## src/rtl/can_bit_destuffer_if.sv

```systemverilog
// rtl/can_bit_destuffer_if.sv - bit-level link between baud recovery, destuffer and frame decoder
interface can_bit_destuffer_if;
  logic rx;
  logic baud;
  logic lock;
  logic stuff_en;
  logic frame_done;
  logic bit_out;
  logic bit_valid;
  logic sof;
  logic bus_idle;
  logic stuff_err;

  modport master (
    output rx, baud, lock, stuff_en, frame_done,
    input  bit_out, bit_valid, sof, bus_idle, stuff_err
  );

  modport slave (
    input  rx, baud, lock, stuff_en, frame_done,
    output bit_out, bit_valid, sof, bus_idle, stuff_err
  );
endinterface

```

## src/rtl/can_bit_destuffer.sv

```systemverilog
// rtl/can_bit_destuffer.sv - CAN bus idle/SOF tracking and stuff-bit removal
// Samples rx on each baud rising edge; all outputs are registered.
module can_bit_destuffer #(
  parameter int IDLE_BITS = 11,
  parameter int STUFF_LEN = 5,
  parameter int CNT_WIDTH = 4
) (
  input  logic                 clk,
  input  logic                 rst,
  can_bit_destuffer_if.slave   bus
);

  localparam logic [CNT_WIDTH-1:0] IDLE_MAX  = CNT_WIDTH'(IDLE_BITS);
  localparam logic [CNT_WIDTH-1:0] STUFF_MAX = CNT_WIDTH'(STUFF_LEN);
  localparam logic [CNT_WIDTH-1:0] CNT_ONE   = CNT_WIDTH'(1);

  typedef enum logic [1:0] {
    WAIT_IDLE = 2'd0,
    IDLE      = 2'd1,
    FRAME     = 2'd2,
    ERROR     = 2'd3
  } state_t;

  state_t               state_q, state_d;
  logic [CNT_WIDTH-1:0] idle_cnt_q, idle_cnt_d;
  logic [CNT_WIDTH-1:0] run_cnt_q, run_cnt_d;
  logic                 last_bit_q, last_bit_d;
  logic                 baud_q;
  logic                 bit_out_q, bit_out_d;
  logic                 bit_valid_q, bit_valid_d;
  logic                 sof_q, sof_d;
  logic                 bus_idle_q, bus_idle_d;
  logic                 stuff_err_q, stuff_err_d;
  logic                 samp;
  logic                 s;
  logic [CNT_WIDTH-1:0] idle_inc;

  assign samp     = bus.baud & ~baud_q & bus.lock;
  assign s        = bus.rx;
  assign idle_inc = (idle_cnt_q == IDLE_MAX) ? idle_cnt_q : idle_cnt_q + CNT_ONE;

  always_comb begin
    state_d     = state_q;
    idle_cnt_d  = idle_cnt_q;
    run_cnt_d   = run_cnt_q;
    last_bit_d  = last_bit_q;
    bit_out_d   = bit_out_q;
    bit_valid_d = 1'b0;
    sof_d       = 1'b0;
    stuff_err_d = 1'b0;

    if (!bus.lock) begin
      state_d    = WAIT_IDLE;
      idle_cnt_d = '0;
      run_cnt_d  = '0;
    end else if (bus.frame_done && state_q == FRAME) begin
      // frame_done beats a coincident sample
      state_d    = WAIT_IDLE;
      idle_cnt_d = '0;
    end else if (samp) begin
      unique case (state_q)
        WAIT_IDLE, ERROR: begin
          if (s) begin
            idle_cnt_d = idle_inc;
            if (idle_inc == IDLE_MAX) state_d = IDLE;
          end else begin
            idle_cnt_d = '0;
          end
        end
        IDLE: begin
          if (!s) begin
            bit_out_d   = 1'b0;
            bit_valid_d = 1'b1;
            sof_d       = 1'b1;
            run_cnt_d   = CNT_ONE;
            last_bit_d  = 1'b0;
            state_d     = FRAME;
          end
        end
        FRAME: begin
          if (!bus.stuff_en) begin
            bit_out_d   = s;
            bit_valid_d = 1'b1;
            run_cnt_d   = '0;
          end else if (run_cnt_q == STUFF_MAX) begin
            if (s != last_bit_q) begin
              run_cnt_d  = CNT_ONE;
              last_bit_d = s;
            end else begin
              stuff_err_d = 1'b1;
              idle_cnt_d  = '0;
              state_d     = ERROR;
            end
          end else begin
            bit_out_d   = s;
            bit_valid_d = 1'b1;
            if (s == last_bit_q) begin
              run_cnt_d = run_cnt_q + CNT_ONE;
            end else begin
              run_cnt_d  = CNT_ONE;
              last_bit_d = s;
            end
          end
        end
        default: state_d = WAIT_IDLE;
      endcase
    end

    bus_idle_d = (state_d == IDLE);
  end

  always_ff @(posedge clk or posedge rst) begin
    if (rst) begin
      state_q     <= WAIT_IDLE;
      idle_cnt_q  <= '0;
      run_cnt_q   <= '0;
      last_bit_q  <= 1'b1;
      baud_q      <= 1'b0;
      bit_out_q   <= 1'b1;
      bit_valid_q <= 1'b0;
      sof_q       <= 1'b0;
      bus_idle_q  <= 1'b0;
      stuff_err_q <= 1'b0;
    end else begin
      state_q     <= state_d;
      idle_cnt_q  <= idle_cnt_d;
      run_cnt_q   <= run_cnt_d;
      last_bit_q  <= last_bit_d;
      baud_q      <= bus.baud;
      bit_out_q   <= bit_out_d;
      bit_valid_q <= bit_valid_d;
      sof_q       <= sof_d;
      bus_idle_q  <= bus_idle_d;
      stuff_err_q <= stuff_err_d;
    end
  end

  assign bus.bit_out   = bit_out_q;
  assign bus.bit_valid = bit_valid_q;
  assign bus.sof       = sof_q;
  assign bus.bus_idle  = bus_idle_q;
  assign bus.stuff_err = stuff_err_q;

endmodule

```

## src/flat_wrapper.sv

```systemverilog
// flat-port wrapper written by rule: the top's interface ports become plain ports
module can_bit_destuffer_flat 
#(
  parameter int IDLE_BITS = 11,
  parameter int STUFF_LEN = 5,
  parameter int CNT_WIDTH = 4
)
  (clk, rst, bus_rx, bus_baud, bus_lock, bus_stuff_en, bus_frame_done, bus_bit_out, bus_bit_valid, bus_sof, bus_bus_idle, bus_stuff_err);
  can_bit_destuffer_if bus_i ();
  input  logic clk;
  input  logic rst;
  input wire logic [$bits(bus_i.rx)-1:0] bus_rx;
  input wire logic [$bits(bus_i.baud)-1:0] bus_baud;
  input wire logic [$bits(bus_i.lock)-1:0] bus_lock;
  input wire logic [$bits(bus_i.stuff_en)-1:0] bus_stuff_en;
  input wire logic [$bits(bus_i.frame_done)-1:0] bus_frame_done;
  output wire logic [$bits(bus_i.bit_out)-1:0] bus_bit_out;
  output wire logic [$bits(bus_i.bit_valid)-1:0] bus_bit_valid;
  output wire logic [$bits(bus_i.sof)-1:0] bus_sof;
  output wire logic [$bits(bus_i.bus_idle)-1:0] bus_bus_idle;
  output wire logic [$bits(bus_i.stuff_err)-1:0] bus_stuff_err;
  assign bus_i.rx = bus_rx;
  assign bus_i.baud = bus_baud;
  assign bus_i.lock = bus_lock;
  assign bus_i.stuff_en = bus_stuff_en;
  assign bus_i.frame_done = bus_frame_done;
  assign bus_bit_out = bus_i.bit_out;
  assign bus_bit_valid = bus_i.bit_valid;
  assign bus_sof = bus_i.sof;
  assign bus_bus_idle = bus_i.bus_idle;
  assign bus_stuff_err = bus_i.stuff_err;
  can_bit_destuffer #(.IDLE_BITS(IDLE_BITS), .STUFF_LEN(STUFF_LEN), .CNT_WIDTH(CNT_WIDTH)) u_core (.clk(clk), .rst(rst), .bus(bus_i));
endmodule
```

## config.mk

```make
export PLATFORM = sky130hd
export DESIGN_NAME = can_bit_destuffer_flat
export DESIGN_NICKNAME = d
export VERILOG_FILES = /design/src/rtl/can_bit_destuffer_if.sv /design/src/rtl/can_bit_destuffer.sv /design/src/flat_wrapper.sv
export SDC_FILE = /design/constraint.sdc
export NUM_CORES = 1
export LEC_CHECK = 0
export BUFFER_PORTS_ARGS = -buffer_cell sky130_fd_sc_hd__buf_2
export CAP_MARGIN = 10
export CORE_MARGIN = 2
export CORE_UTILIZATION = 53
export DETAILED_ROUTE_END_ITERATION = 7
export PLACE_DENSITY = 0.77
export SYNTH_ARGS = -nofsm -noshare
export SYNTH_HDL_FRONTEND = slang
export SYNTH_SLANG_ARGS = --single-unit
```

## constraint.sdc

```tcl
create_clock -name clk -period 3.5 [get_ports clk]
set_input_delay 0.35 -clock clk [delete_from_list [all_inputs] [get_ports clk]]
set_output_delay 0.35 -clock clk [all_outputs]
set_load 0.005 [all_outputs]
```

Word-level counts from Yosys, hierarchy flattened:

Index checks and enable logic that the tools add are counted.

* add/sub/neg operators: 2
* equal/unequal tests: 24
* mux-type cells: 55
* bitwise logic cells: 4
* reduce and logical (&&, ||, !) cells: 8

Operators with widths (number)
* 4-bit 2-to-1 mux: 16
* 1-bit 2-to-1 mux: 24
* 2-bit 2-to-1 mux: 9
* 4-bit case mux with 2 select lines: 2
* 3-bit inequality test (second input constant): 4
* 4-bit inequality test (second input constant): 3
* 5-bit AND reduction: 2
* 4-bit by 1-bit adder with 4-bit output (second input constant): 2
* 4-bit == test (second input constant): 2
* 8-bit AND reduction: 1
* 2-bit inequality test (second input constant): 3
* 3-bit by 1-bit inequality test with 1-bit output (second input constant): 2
* 1-bit case mux with 2 select lines: 3
* 2-bit case mux with 3 select lines: 1
* 6-bit AND reduction: 1
* 5-bit inequality test (second input constant): 1
* 2-bit by 1-bit == test with 1-bit output (second input constant): 2
* 2-bit == test (second input constant): 2
* 4-bit by 3-bit == test with 1-bit output (second input constant): 1
* 4-bit by 1-bit inequality test with 1-bit output (second input constant): 1
* 1-bit AND: 2
* 2-bit zero test: 1
* 2-bit by 1-bit inequality test with 1-bit output (second input constant): 1
* 1-bit NOT: 2
* other kinds (5): 5

* flip-flop bits (word level): 17
* output and inout port bits: 5
* logic and storage cells: 103

Depth between registers and ports, before layout:

* depth after elaboration: 10
* gate-level depth with buffers: 8
* depth with buffers taken out: 7

Worst setup path after synthesis:

Ideal clock, no wire load.

* kind: register to register
* from: reg u_core.idle_cnt_q[0]
* to: reg u_core.bus_idle_q, in the netlist u_core.bus.bus_idle
* library setup time: 69 ps
* data arrival time: 1623 ps
* data required time: 3431 ps
* slack: 1808 ps
* stages on the path, launching flop included: 7
* buffers on the path: 0
* clock period less this slack: 1692 ps
* cells stage by stage: dfrtp_1 > ha_1 > or4b_1 > a31oi_2 > o21ai_1 > o21a_1 > nor2_2

* word-level cells in the longest chain between the ends: 10
* elaborated cells on any way between the ends: 11
* those cells by class: add/sub: 1; eq/ne: 3; mux: 7

Ends and longest elaborated chain
* start, declared: line can_bit_destuffer.sv:25 `logic [CNT_WIDTH-1:0] idle_cnt_q, idle_cnt_d;`
* start signal, assigned: line can_bit_destuffer.sv:126 `idle_cnt_q <= idle_cnt_d;`
* 4-bit by 1-bit adder with 4-bit output or 4-bit == test (tied branches): line can_bit_destuffer.sv:40 `assign idle_inc = (idle_cnt_q == IDLE_MAX) ? idle_cnt_q : idle_cnt_q + CNT_ONE;`
* 4-bit 2-to-1 mux (*): line can_bit_destuffer.sv:40
* 4-bit == test (*): line can_bit_destuffer.sv:65 `if (idle_inc == IDLE_MAX) state_d = IDLE;`
* 2-bit 2-to-1 mux (*): line can_bit_destuffer.sv:65
* 2-bit 2-to-1 mux (*): line can_bit_destuffer.sv:63 `if (s) begin`
* 2-bit case mux with 3 select lines (*): line can_bit_destuffer.sv:61 `unique case (state_q)`
* 2-bit 2-to-1 mux (*): line can_bit_destuffer.sv:60 `end else if (samp) begin`
* 2-bit 2-to-1 mux (*): line can_bit_destuffer.sv:56 `end else if (bus.frame_done && state_q == FRAME) begin`
* 2-bit 2-to-1 mux (*): line can_bit_destuffer.sv:52 `if (!bus.lock) begin`
* 2-bit by 1-bit == test with 1-bit output (*): line can_bit_destuffer.sv:109 `bus_idle_d = (state_d == IDLE);`
* via u_core.bus_idle_d: line can_bit_destuffer.sv:32 `logic bus_idle_q, bus_idle_d;`
* end signal, assigned: line can_bit_destuffer.sv:133 `bus_idle_q <= bus_idle_d;`
* end, declared: line can_bit_destuffer.sv:32

Mark *: on every way through the listed nets, which the timed path passes. The rest lies on a longest branch.
A chain may end at the register's enable or synchronous reset.

Final worst setup path:

* from: reg u_core.state_q[0]
* to: reg u_core.run_cnt_q[3]

* word-level cells in the longest chain between the ends: 5
* elaborated cells on any way between the ends: 12
* those cells by class: eq/ne: 6; mux: 4; reduce/logical: 2

Ends and longest elaborated chain
* start, declared: line can_bit_destuffer.sv:24 `state_t state_q, state_d;`
* start signal, assigned: line can_bit_destuffer.sv:125 `state_q <= state_d;`
* 2-bit == test or 2-bit by 1-bit == test with 1-bit output (tied branches): line can_bit_destuffer.sv:56, can_bit_destuffer.sv:61
* 4-bit case mux with 2 select lines: line can_bit_destuffer.sv:61
* 4-bit 2-to-1 mux: line can_bit_destuffer.sv:60
* 4-bit 2-to-1 mux: line can_bit_destuffer.sv:56
* 4-bit 2-to-1 mux: line can_bit_destuffer.sv:52
* end signal, assigned: line can_bit_destuffer.sv:127 `run_cnt_q <= run_cnt_d;`
* end, declared: line can_bit_destuffer.sv:26 `logic [CNT_WIDTH-1:0] run_cnt_q, run_cnt_d;`

Several ways; a longest one is shown, not always the timed one. The select of a mux whose other input is x is not followed.

==> flow_metrics.tcl <==
set metrics [dict create \
    synth-edff-count 0 \
    cts_buffers 3 \
    routabilityCongestion 0.9018 \
    numPortBuffers 11 \
    grt_max_degree 18 \
    seq_area_um2 427.9 \
    die_w_um 50.43 \
    finalHoldViolCount 0 \
    syn_nets 135 \
    ant_nets 0 \
    cts_resized 0 \
    post-cts-setup-buffer-count 0 \
    min_period_over_period_pct 59.76 \
    worst_ep_required_time_ns 3.68 \
    drtIter0Drc 50 \
    timing.hold.ws_ns 0.1103 \
    synth_top_area_cell "dfrtp_1" \
    diodes 0 \
    hp-class "in2async" \
    synthesis.area_um2 1142 \
    routed_wl_mm 2.402 \
    grt_busiest_layer "met2" \
    detail_route.wl_per_cell_um 14.83 \
    fp-row-count 16 \
    htreeDepth 1 \
    drive_gt1_share_pct 18.52 \
    cts_tree "built" \
    p_leak_nw 0.5148 \
    synth_ff_type "dfrtp_1" \
    synthTopCellsByArea "dfrtp_1 33%, ha_1 5.5%, dfstp_2 4.6%" \
    dieArea_um2 2543 \
    startpoint_type "flop" \
    rsz0062_at_grt "false" \
    vdd_drop_max_mv 0.2385 \
    dp.cells 158 \
    core_um2 2002 \
    grt_pass1_wl_mm 4.250 \
    fp.dieH_um 50.43 \
    via_per_inst 6.265 \
    grt_util_met2_pct 35.31 \
    relSlewSlack_pct 58.58 \
    place_hpwl_mm 1.802 \
    area_growth_pct 7.558 \
    tightestPinTransition_ns 0.6206 \
    postSynthAreaPerCell_um2 9.287 \
    cts.sinks 17 \
    antenna_found_initial 0 \
    grt_pass1_vias 933 \
    finalWorstSetupSlack_ns 1.408 \
    vias 1015 \
    status "finished, final reports clean" \
    final_core_util_pct 61.38 \
    crit_path_max_fanout 14 \
    synth_async_sr_flop_share_pct 100.0 \
    drtPass1Iterations 5 \
    yosys_warnings 0 \
    grt_use_met3_pct 2.976 \
    fin_skew_ns 0.006039 \
    finalNonFillerCells 162 \
    tns_ns 0 \
    nFillCells 176 \
    place_ws_ns 1.456 \
    insertion_delay_ns 0.30 \
    ios 12 \
    track_usage_pct 21.62 \
    nets 148 \
    clk_pin_slew_ns 0.11 \
    gr-total-overflow 0 \
    ys_types 45 \
    cts_buffer_depth 2 \
    root_buffer "clkbuf_4" \
    start_util_pct 57.06 \
    period_minus_slack_ns 2.092 \
    drc 0 \
    power_density_nw_per_um2 319.5 \
    multiInputGateArea_um2 648.1 \
    use_met1_pct 29.17 \
    cap_violations 0 \
    ys_seq_area_share_pct 37.46 \
    fmax_ghz 0.4781 \
    finalSetupViolations 0 \
    cts_hold_buf 0 \
    finalMaxSlewViolations 0 \
    critPathCaptureType "flop" \
    synthCells 123 \
    synth-seq-cells 17 \
    critPathArrivalTime_ns 2.28 \
    yosysTopAreaCellShare_pct 32.86 \
    criticalPathCategory "reg2reg" \
]
-- layout by cell type (no fill, tap or decap), types with 2 or more instances in the layout --
cell type,synthesis,layout
dfrtp_1,15,15
nand2_1,11,11
buf_2,0,11
o21ai_0,9,9
inv_1,9,9
nor2_1,8,8
nand3_1,6,6
a21oi_1,5,5
ha_1,5,5
nor2b_1,4,4
nand4_1,4,4
nand4b_1,3,3
nand3b_1,3,3
o211ai_1,3,3
clkbuf_4,0,3
and3_1,2,2
o32ai_1,2,2
o41ai_1,2,2
o31ai_1,2,2
a22o_1,2,2
dfstp_2,2,2
-- synth_stat cells, types with 2 or more instances --
library cell	n
nand3b_1	3
ha_1	5
o21ai_0	9
and3_1	2
nor2_1	8
o32ai_1	2
a21oi_1	5
nor2b_1	4
dfrtp_1	15
o31ai_1	2
inv_1	9
nand4b_1	3
o41ai_1	2
a22o_1	2
o211ai_1	3
nand4_1	4
dfstp_2	2
nand2_1	11
nand3_1	6
-- layout make-up --
type / instances / area share, %
clock inverters: 1 / 0.6110
flip-flops and latches: 17 / 34.83
inverters: 9 / 2.749
well taps: 27 / 2.749
clock buffers: 3 / 1.833
multi-input cells: 94 / 52.75
repair buffers: 11 / 4.481
-- through the flow --
step                      area, µm²  total power, mW
after CTS                      1229           0.3932
after global placement         1199           0.2825
final                          1229           0.3925
after global routing           1229           0.4196
after floorplan                1142           0.2662
after detailed placement       1199           0.2855
-- cells by family (layout without fill, tap and decap cells) --
group / after synthesis / after routing / share of synthesized area [%]
compound gates: 36 / 36 / 22.56
xor+xnor: 2 / 2 / 2.191
fa+ha+maj: 5 / 5 / 5.476
buf+inv: 12 / 24 / 5.805
flops: 17 / 17 / 37.46
simple gates: 51 / 51 / 26.51
-- critical path, stage by stage, from the launching register on --
cell and delay (ns):
dfrtp_1 0.41, inv_1 0.09, ha_1 0.48, nand2_1 0.26, o2111a_1 0.26, a21boi_2 0.26
o21ai_0 0.13, o41ai_1 0.08
-- routing by layer --
metal / vias up / wire (µm) / share of wire, %
li1: 485 / - / -
met1: 460 / 1042 / 43
met2: 56 / 1086 / 45
met3: 14 / 184 / 7.7
met4: 0 / 89 / 3.7
met5: - / 0 / 0
-- sequential cells by signal, summed over array words and instances, names as in the netlist --
name / flops
u_core.state_q: 2
u_core.last_bit_q: 1
u_core.bus.stuff_err: 1
u_core.bus.sof: 1
u_core.bus.bit_out: 1
u_core.idle_cnt_q: 4
u_core.run_cnt_q: 4
u_core.bus.bus_idle: 1
u_core.bus.bit_valid: 1
u_core.baud_q: 1
-- report_power, final --
part / internal (mW) / switching, mW
sequential: 0.209 / 0.00761
combinational: 0.0257 / 0.0409
clock: 0.0435 / 0.0662
-- path summary, 6_finish.rpt --
| check | start | slack [ns] | depth (start not counted) | endpoint |
|---|---|---|---|---|
| setup reg to reg | u_core.state_q[0]$_DFF_PP0_ | 1.41 | 7 | u_core.run_cnt_q[3]$_DFFE_PP0P_ |
| max in group asynchronous | rst | 2.99 | 2 | u_core.run_cnt_q[3]$_DFFE_PP0P_ |
| hold / removal | rst | 0.11 | 2 | u_core.baud_q$_DFF_PP0_ |
| min in group clk | bus_baud | 0.20 | 1 | u_core.baud_q$_DFF_PP0_ |
| setup / recovery | u_core.state_q[0]$_DFF_PP0_ | 1.41 | 7 | u_core.run_cnt_q[3]$_DFFE_PP0P_ |
| hold reg to reg | u_core.bus.bit_out$_DFFE_PP1P_ | 0.52 | 2 | u_core.bus.bit_out$_DFFE_PP1P_ |
(Power assumes the default switching activity.)
